==> src/rtl/apb0_root_arbiter.sv <==
// Two-master round-robin APB arbiter onto one registered root bus; all APB phases advance on i_pclk_en.
// Optional ACCESS timeout abort is compiled in with APB0_ARB_TIMEOUT_EN.
module apb0_root_arbiter #(
  parameter logic [7:0] TIMEOUT_CYCLES = 8'd255
) (
  input  logic        i_hclk,
  input  logic        i_hrst,
  input  logic        i_pclk_en,
  input  logic        i_m0_psel,
  input  logic        i_m0_penable,
  input  logic        i_m0_pwrite,
  input  logic [31:0] i_m0_paddr,
  input  logic [31:0] i_m0_pwdata,
  input  logic [3:0]  i_m0_pstrb,
  input  logic [2:0]  i_m0_pprot,
  input  logic        i_m1_psel,
  input  logic        i_m1_penable,
  input  logic        i_m1_pwrite,
  input  logic [31:0] i_m1_paddr,
  input  logic [31:0] i_m1_pwdata,
  input  logic [3:0]  i_m1_pstrb,
  input  logic [2:0]  i_m1_pprot,
  output logic        o_m0_pready,
  output logic        o_m0_pslverr,
  output logic [31:0] o_m0_prdata,
  output logic        o_m1_pready,
  output logic        o_m1_pslverr,
  output logic [31:0] o_m1_prdata,
  output logic        o_root_psel,
  output logic        o_root_penable,
  output logic        o_root_pwrite,
  output logic [31:0] o_root_paddr,
  output logic [31:0] o_root_pwdata,
  output logic [3:0]  o_root_pstrb,
  output logic [2:0]  o_root_pprot,
  input  logic        i_root_pready,
  input  logic        i_root_pslverr,
  input  logic [31:0] i_root_prdata
);

  typedef enum logic [2:0] {
    IDLE   = 3'b001,
    SETUP  = 3'b010,
    ACCESS = 3'b100
  } state_t;

  state_t state, state_nxt;
  logic   grant;       // 0 = master 0 owns the root bus
  logic   last_grant;
  logic   arb_go, arb_sel;
  logic   done, abort, gnt_psel, resp, rd_vld;

  // Master penable carries nothing the arbiter needs beyond psel.
  logic unused_penable;
  assign unused_penable = i_m0_penable ^ i_m1_penable;

  assign arb_go  = i_pclk_en & (i_m0_psel | i_m1_psel);
  assign arb_sel = (i_m0_psel & i_m1_psel) ? ~last_grant : i_m1_psel;
  assign done    = (state == ACCESS) & i_pclk_en & i_root_pready;

`ifdef APB0_ARB_TIMEOUT_EN
  logic [7:0] tcnt;

  assign abort = (state == ACCESS) & i_pclk_en & ~i_root_pready & (tcnt == TIMEOUT_CYCLES);

  always_ff @(posedge i_hclk) begin
    if (i_hrst || state != ACCESS) begin
      tcnt <= 8'd0;
    end else if (i_pclk_en && !i_root_pready && !abort) begin
      tcnt <= tcnt + 8'd1;
    end
  end
`else
  logic [7:0] unused_timeout;
  assign unused_timeout = TIMEOUT_CYCLES;
  assign abort = 1'b0;
`endif

  // A master that abandoned its request mid-transfer gets no response.
  assign gnt_psel = grant ? i_m1_psel : i_m0_psel;
  assign resp     = (done | abort) & gnt_psel;
  assign rd_vld   = (state == ACCESS) & gnt_psel & ~abort;

  assign o_m0_pready  = resp & ~grant;
  assign o_m1_pready  = resp & grant;
  assign o_m0_pslverr = o_m0_pready & (abort | i_root_pslverr);
  assign o_m1_pslverr = o_m1_pready & (abort | i_root_pslverr);
  assign o_m0_prdata  = (rd_vld & ~grant) ? i_root_prdata : 32'd0;
  assign o_m1_prdata  = (rd_vld & grant) ? i_root_prdata : 32'd0;

  always_comb begin
    state_nxt = state;
    case (state)
      IDLE:    if (arb_go) state_nxt = SETUP;
      SETUP:   if (i_pclk_en) state_nxt = ACCESS;
      ACCESS:  if (done || abort) state_nxt = IDLE;
      default: state_nxt = IDLE;
    endcase
  end

  always_ff @(posedge i_hclk) begin
    if (i_hrst) begin
      state <= IDLE;
    end else begin
      state <= state_nxt;
    end
  end

  always_ff @(posedge i_hclk) begin
    if (i_hrst) begin
      grant          <= 1'b0;
      last_grant     <= 1'b1;
      o_root_psel    <= 1'b0;
      o_root_penable <= 1'b0;
      o_root_pwrite  <= 1'b0;
      o_root_paddr   <= 32'd0;
      o_root_pwdata  <= 32'd0;
      o_root_pstrb   <= 4'd0;
      o_root_pprot   <= 3'd0;
    end else begin
      case (state)
        IDLE: begin
          if (arb_go) begin
            grant          <= arb_sel;
            o_root_psel    <= 1'b1;
            o_root_penable <= 1'b0;
            o_root_pwrite  <= arb_sel ? i_m1_pwrite : i_m0_pwrite;
            o_root_paddr   <= arb_sel ? i_m1_paddr  : i_m0_paddr;
            o_root_pwdata  <= arb_sel ? i_m1_pwdata : i_m0_pwdata;
            o_root_pstrb   <= arb_sel ? i_m1_pstrb  : i_m0_pstrb;
            o_root_pprot   <= arb_sel ? i_m1_pprot  : i_m0_pprot;
          end
        end
        SETUP: begin
          if (i_pclk_en) o_root_penable <= 1'b1;
        end
        ACCESS: begin
          if (done || abort) begin
            o_root_psel    <= 1'b0;
            o_root_penable <= 1'b0;
            last_grant     <= grant;
          end
        end
        default: begin
          o_root_psel    <= 1'b0;
          o_root_penable <= 1'b0;
        end
      endcase
    end
  end

endmodule

==> config.mk <==
export PLATFORM = sky130hd
export DESIGN_NAME = apb0_root_arbiter
export DESIGN_NICKNAME = d
export VERILOG_FILES = /design/src/rtl/apb0_root_arbiter.sv
export SDC_FILE = /design/constraint.sdc
export NUM_CORES = 1
export LEC_CHECK = 0
export CORE_ASPECT_RATIO = 0.9
export CORE_UTILIZATION = 25
export CTS_CLUSTER_DIAMETER = 50
export DETAILED_ROUTE_END_ITERATION = 16
export REMOVE_ABC_BUFFERS = 1
export SLEW_MARGIN = 20
export SYNTH_ARGS = -nofsm -noshare
export SYNTH_HDL_FRONTEND = slang
export SYNTH_SLANG_ARGS = --single-unit
==> constraint.sdc <==
create_clock -name i_hclk -period 1.9 [get_ports i_hclk]
set_input_delay 0.285 -clock i_hclk [delete_from_list [all_inputs] [get_ports i_hclk]]
set_output_delay 0.285 -clock i_hclk [all_outputs]
set_load 0.01 [all_outputs]
# ---- Word level (Yosys, flattened, before mapping)
# Index checks and enable logic that the tools add are counted.
dict set report classes {
  muxes 19
  n_bitwise 16
  eq_ne 6
  reduce_logical 4
}
# op count
set ops {}
lappend ops {{32-bit two-way mux} 4}
lappend ops {{1-bit AND} 12}
lappend ops {{3-bit two-way mux} 4}
lappend ops {{3-bit one-hot mux with 3 select lines} 1}
lappend ops {{1-bit two-way mux} 7}
lappend ops {{2-bit != test (second input constant)} 3}
lappend ops {{1-bit one-hot mux with 3 select lines} 2}
lappend ops {{3-bit AND reduction} 2}
lappend ops {{4-bit two-way mux} 1}
lappend ops {{2-bit AND reduction} 2}
lappend ops {{3-bit by 1-bit == test with 1-bit output (second input constant)} 1}
lappend ops {{3-bit by 2-bit == test with 1-bit output (second input constant)} 1}
lappend ops {{3-bit == test (second input constant)} 1}
lappend ops {{1-bit inverter} 3}
lappend ops {{1-bit bitwise OR} 1}
dict set report word_totals {
  in_bits 185
  out_inout_bits 142
  ff_bits 79
}

# ---- Longest topological paths before layout
dict set report depth {
  word_depth 6
  ltp_mapped 5
  depth_no_buf 3
}

# ---- Worst setup path before layout
# Ideal clock, no wire load.
dict set report synth_path {
  path_kind {reg2out}
  start {reg state[2]}
  end {out o_m0_prdata[10]}
  n_path_buf 1
  t_required_ns 1.615
  setup_slack_ns 0.146
  path_stages_with_launch 5
  arrival_ns 1.469
  path_cell_list {dfxtp_1 -> or3b_1 -> nor2_1 -> clkbuf_1 -> and2_1}
}
dict set report synth_between {
  elab_chain_cells 4
}
# element line_no
set synth_lines {}
lappend synth_lines {{start: declaration} 47} ;# state_t state, state_nxt;
lappend synth_lines {{start signal: assignment} 105} ;# state <= state_nxt;
lappend synth_lines {{3-bit == test} 82} ;# assign rd_vld = (state == ACCESS) & gnt_psel & ~abort;
lappend synth_lines {{1-bit AND} 82}
lappend synth_lines {{1-bit AND} 88} ;# assign o_m0_prdata = (rd_vld & ~grant) ? i_root_prdata : 32'd0;
lappend synth_lines {{32-bit two-way mux} 88}
lappend synth_lines {{end: declaration} 25} ;# output logic [31:0] o_m0_prdata,
# No other way between the ends.

# ---- Worst setup path after layout
dict set report layout_path {
  start {reg state[0]}
  end {out o_m1_prdata[24]}
}
dict set report layout_between {
  elab_chain_cells 4
}
# element line_no
set layout_lines {}
lappend layout_lines {{3-bit == test} 82}
lappend layout_lines {{1-bit AND} 82}
lappend layout_lines {{1-bit AND} 89} ;# assign o_m1_prdata = (rd_vld & grant) ? i_root_prdata : 32'd0;
lappend layout_lines {{32-bit two-way mux} 89}
lappend layout_lines {{end: declaration} 28} ;# output logic [31:0] o_m1_prdata,
# No other way between the ends.

==> impl_results.md <==
- Core ar.: between 15000 and 20000 um^2
- Largest family of logic cells by synthesized area: simple AND/OR/NAND/NOR gates
- Max stage delay on crit path: 430 ps
- Yosys warning count: 0
- Synth Cell Area: roughly 4000 um^2
- Switching Fraction: 28.8%
- Chip height: 121 um
- Combinational share of power: 30.5%
- Adder-cell area share of the yosys netlist: 0%
- Crit-path max FO: 7
- Arr. time, crit path: between 1500 and 2000 ps
- Post-DP Area: ~7500 um^2
- CTS buffer count: 9
- Grt total ovfl: 0
- Layout cells sized above 1: 22.8%
- Setup slack after layout: -190 ps
- Fin crit period: 2090 ps
- ANT nets after route: 0
- Nets: 1032
- CTS tree: yes
- Slew HR: around two thirds
- Yosys cell types: 29
- Yosys reg bits: 78
- Routed via count: 5247
- Status: finished, violations left
- Total GRT Usage: between 20% and 30%
- Hold_buf cts: 0
- I/O pins: 327
- Syn Area/Cell: 7.58 um^2
- Synth Area in Compound Gates: 26.9%
- CP required: 1620 ps
- Startpoint Class: flip-flop
- Area contributors post-synth: dfxtp_1, a311oi_1, nand2_1
- Mux cell area share after synthesis: 0%
- Final instance area: approximately 8000 um^2
- First-pass DRT Iterations: 5
- Clock-pin slew on the worst setup and hold paths: 60 ps
- Clk root buf: clkbuf_16
- Clock sinks: 78
- Cell mode on critical path: buf_6
- Most frequent cells in the layout: clkdlybuf4s50_1, nand2_1, a21oi_1
- Global-route wire length before repair: 28400 um
- Failing checks: setup timing
- Vias in the first global route: 5125
- Simple-gate portion of the synthesized area: 27.1%
- Pin count of the biggest net entering global routing: 53
- R2r setup slk: 310 ps
- Clock buffer depth: 2
- Final Cycle Share: 110%
- Initial DRC count: ~170
- Worst Skew: ~6.4 ps
- CP max-delay cell: or3b_4
- Wirelength per Cell: 18.2 um
- Hold crit path type: input port to flip-flop
- Residual DRC: 0
- Pwr Total: 5.31 mW
- Num rows: 43
- Critical path cell sequence: or3b_4, nor2_4, buf_6, buf_6, and2_4, buf_6
- HPWL Detailed: 13900 um
- Effective utilization at floorplan: between 20 and 30%
- Pwr dens: 648 nW/um^2
- Share of the synthesized area in the top cell type: 39.4%
- Sequential power share: 36.1%
- Final Hold Viols: 0
- RSZ-0062 raised after global routing: true
- Skew-Pair Late Insertion Delay: 340 ps
- Htree depth: 3
- Final setup vio count: 68
- Sequential fraction of the synthesis area: 39.4%
- Cell taking the most area after synthesis: dfxtp_1
- DR vias/cell: 4.97
- Maximum vdd drop: just over 0.4 mV
- Clock power share: 33.3%
- Least-Margin Pin Slew: 504 ps
- Critical path class: flip-flop to primary output
- Antenna violations before repair: 1
- Slew Limit Fails: 0
- Die Wd: 135 um
- Highest clock rate: 0.479 GHz
- Full die area: between 15000 and 20000 um^2
- Detailed Route WL: 19200 um
- Setup TNS: -8090 ps
- Xor and xnor fraction of the mapped netlist area: 0.221%
- Cell leakage power: 3.25 nW
- Max-Cap Viols: 0
- Crit path capture type: primary output
- Gp weighted congestion: 0.894
- Area delta synth->final: 106%
- Port Buf Inserts: 324
- Mapped Cells: 523
- Int Pwr: roughly 3.8 mW
- Psw: 1.53 mW
- Most common cell after layout, fill and taps aside: clkdlybuf4s50_1
==> flip-flops by register name (all words and copies together), names as in the netlist <==
signal         cells
o_root_pwrite      1
last_grant         1
o_root_psel        1
o_root_pprot       3
state              3
o_root_paddr      32
o_root_pstrb       4
grant              1
o_root_pwdata     32
==> cells in the mapped netlist <==
cell and n:
or3b_1 1, a311oi_1 72, nand3_1 1, nand2b_1 1, buf_1 3, xnor2_1 1
a21bo_2 1, or3_1 1, a21boi_0 1, dfxtp_1 78, nand2_1 146, a211o_1 1
nor2b_1 2, buf_2 15, a21oi_1 76, a2bb2oi_1 1, nor3b_2 1, a31oi_1 1
clkbuf_1 32, and2_1 65, inv_1 3, o21a_1 1, a21o_1 1, buf_4 5
and3b_1 1, nor2_1 4, nor3_1 6, nor3b_1 1, or2_1 1
==> layout make-up <==
| class | count | area (um^2) |
|---|---|---|
| inverters | 3 | 11.3 |
| clock inverters | 5 | 57.6 |
| well taps | 202 | 253 |
| clock buffers | 11 | 243 |
| fillers | 1377 | 7250 |
| repair buffers | 368 | 3710 |
| multi-input cells | 387 | 2350 |
| flip-flops and latches | 78 | 1570 |
| diodes | 1 | 2.50 |
==> through the flow <==
step | hold WS (ps) | setup slack [ps] | cells | util (%)
floorplan | 354 | -2770 | 468 | -
global placement | 503 | -377 | 1023 | 48.7
detailed placement | 509 | -369 | 1023 | 48.7
CTS | 321 | -240 | 1054 | 51.8
global route | 341 | -262 | 1055 | 53.0
finish | 339 | -190 | 1055 | 53.0
==> timing repair <==
action                     CTS  global route
buffers inserted             9             2
resized for setup          351            77
setup endpoints to repair   68            68
gates cloned                 6             0
pin swaps                   24            17
==> routing by layer <==
layer	global-route usage [%]	routed length, um	share of wire (%)	vias to the layer above
met5	0	0	0	-
met4	11.9	685	3.6	0
met1	24.4	7150	37	2467
li1	-	-	-	2488
met3	6.98	1590	8.3	38
met2	41.0	9790	51	254
==> power groups by stage <==
| stage | Sequential (mW) | Clock (mW) | Combinational (mW) |
|---|---|---|---|
| 2_1_floorplan | 2.03 | 0 | 0.492 |
| 3_3_place_gp | 1.94 | 0 | 1.61 |
| 3_5_place_dp | 1.95 | 0 | 1.61 |
| 4_1_cts | 1.92 | 1.82 | 1.63 |
| 5_1_grt | 1.94 | 1.88 | 1.74 |
| 6_report | 1.92 | 1.77 | 1.62 |
==> cells by family (layout without fill, tap and decap cells) <==
kind of cell	count (synthesis)	count (layout)
other	0	1
AND/OR/NAND/NOR	231	231
flip-flops	78	78
XOR/XNOR	1	1
AO/OA/AOI/OAI	155	155
buffers and inverters	58	387
==> critical path: cells and delay by family, from the launching register on <==
kind	cells	cell delay, ps
and+or+nand+nor	3	780
buffers and inverters	3	360
DFF	1	320
==> final timing paths <==
check / from / end / cells past startpoint
hold / removal: i_hrst / grant$_SDFFE_PP0P_ / 2
hold reg to reg: o_root_pwdata[1]$_SDFFE_PP0P_ / o_root_pwdata[1]$_SDFFE_PP0P_ / 2
setup / recovery: state[0]$_SDFFE_PP1P_ / o_m1_prdata[24] / 6
setup reg to reg: state[0]$_SDFFE_PP1P_ / last_grant$_SDFFE_PP1P_ / 4
(Power assumes the default switching activity.)
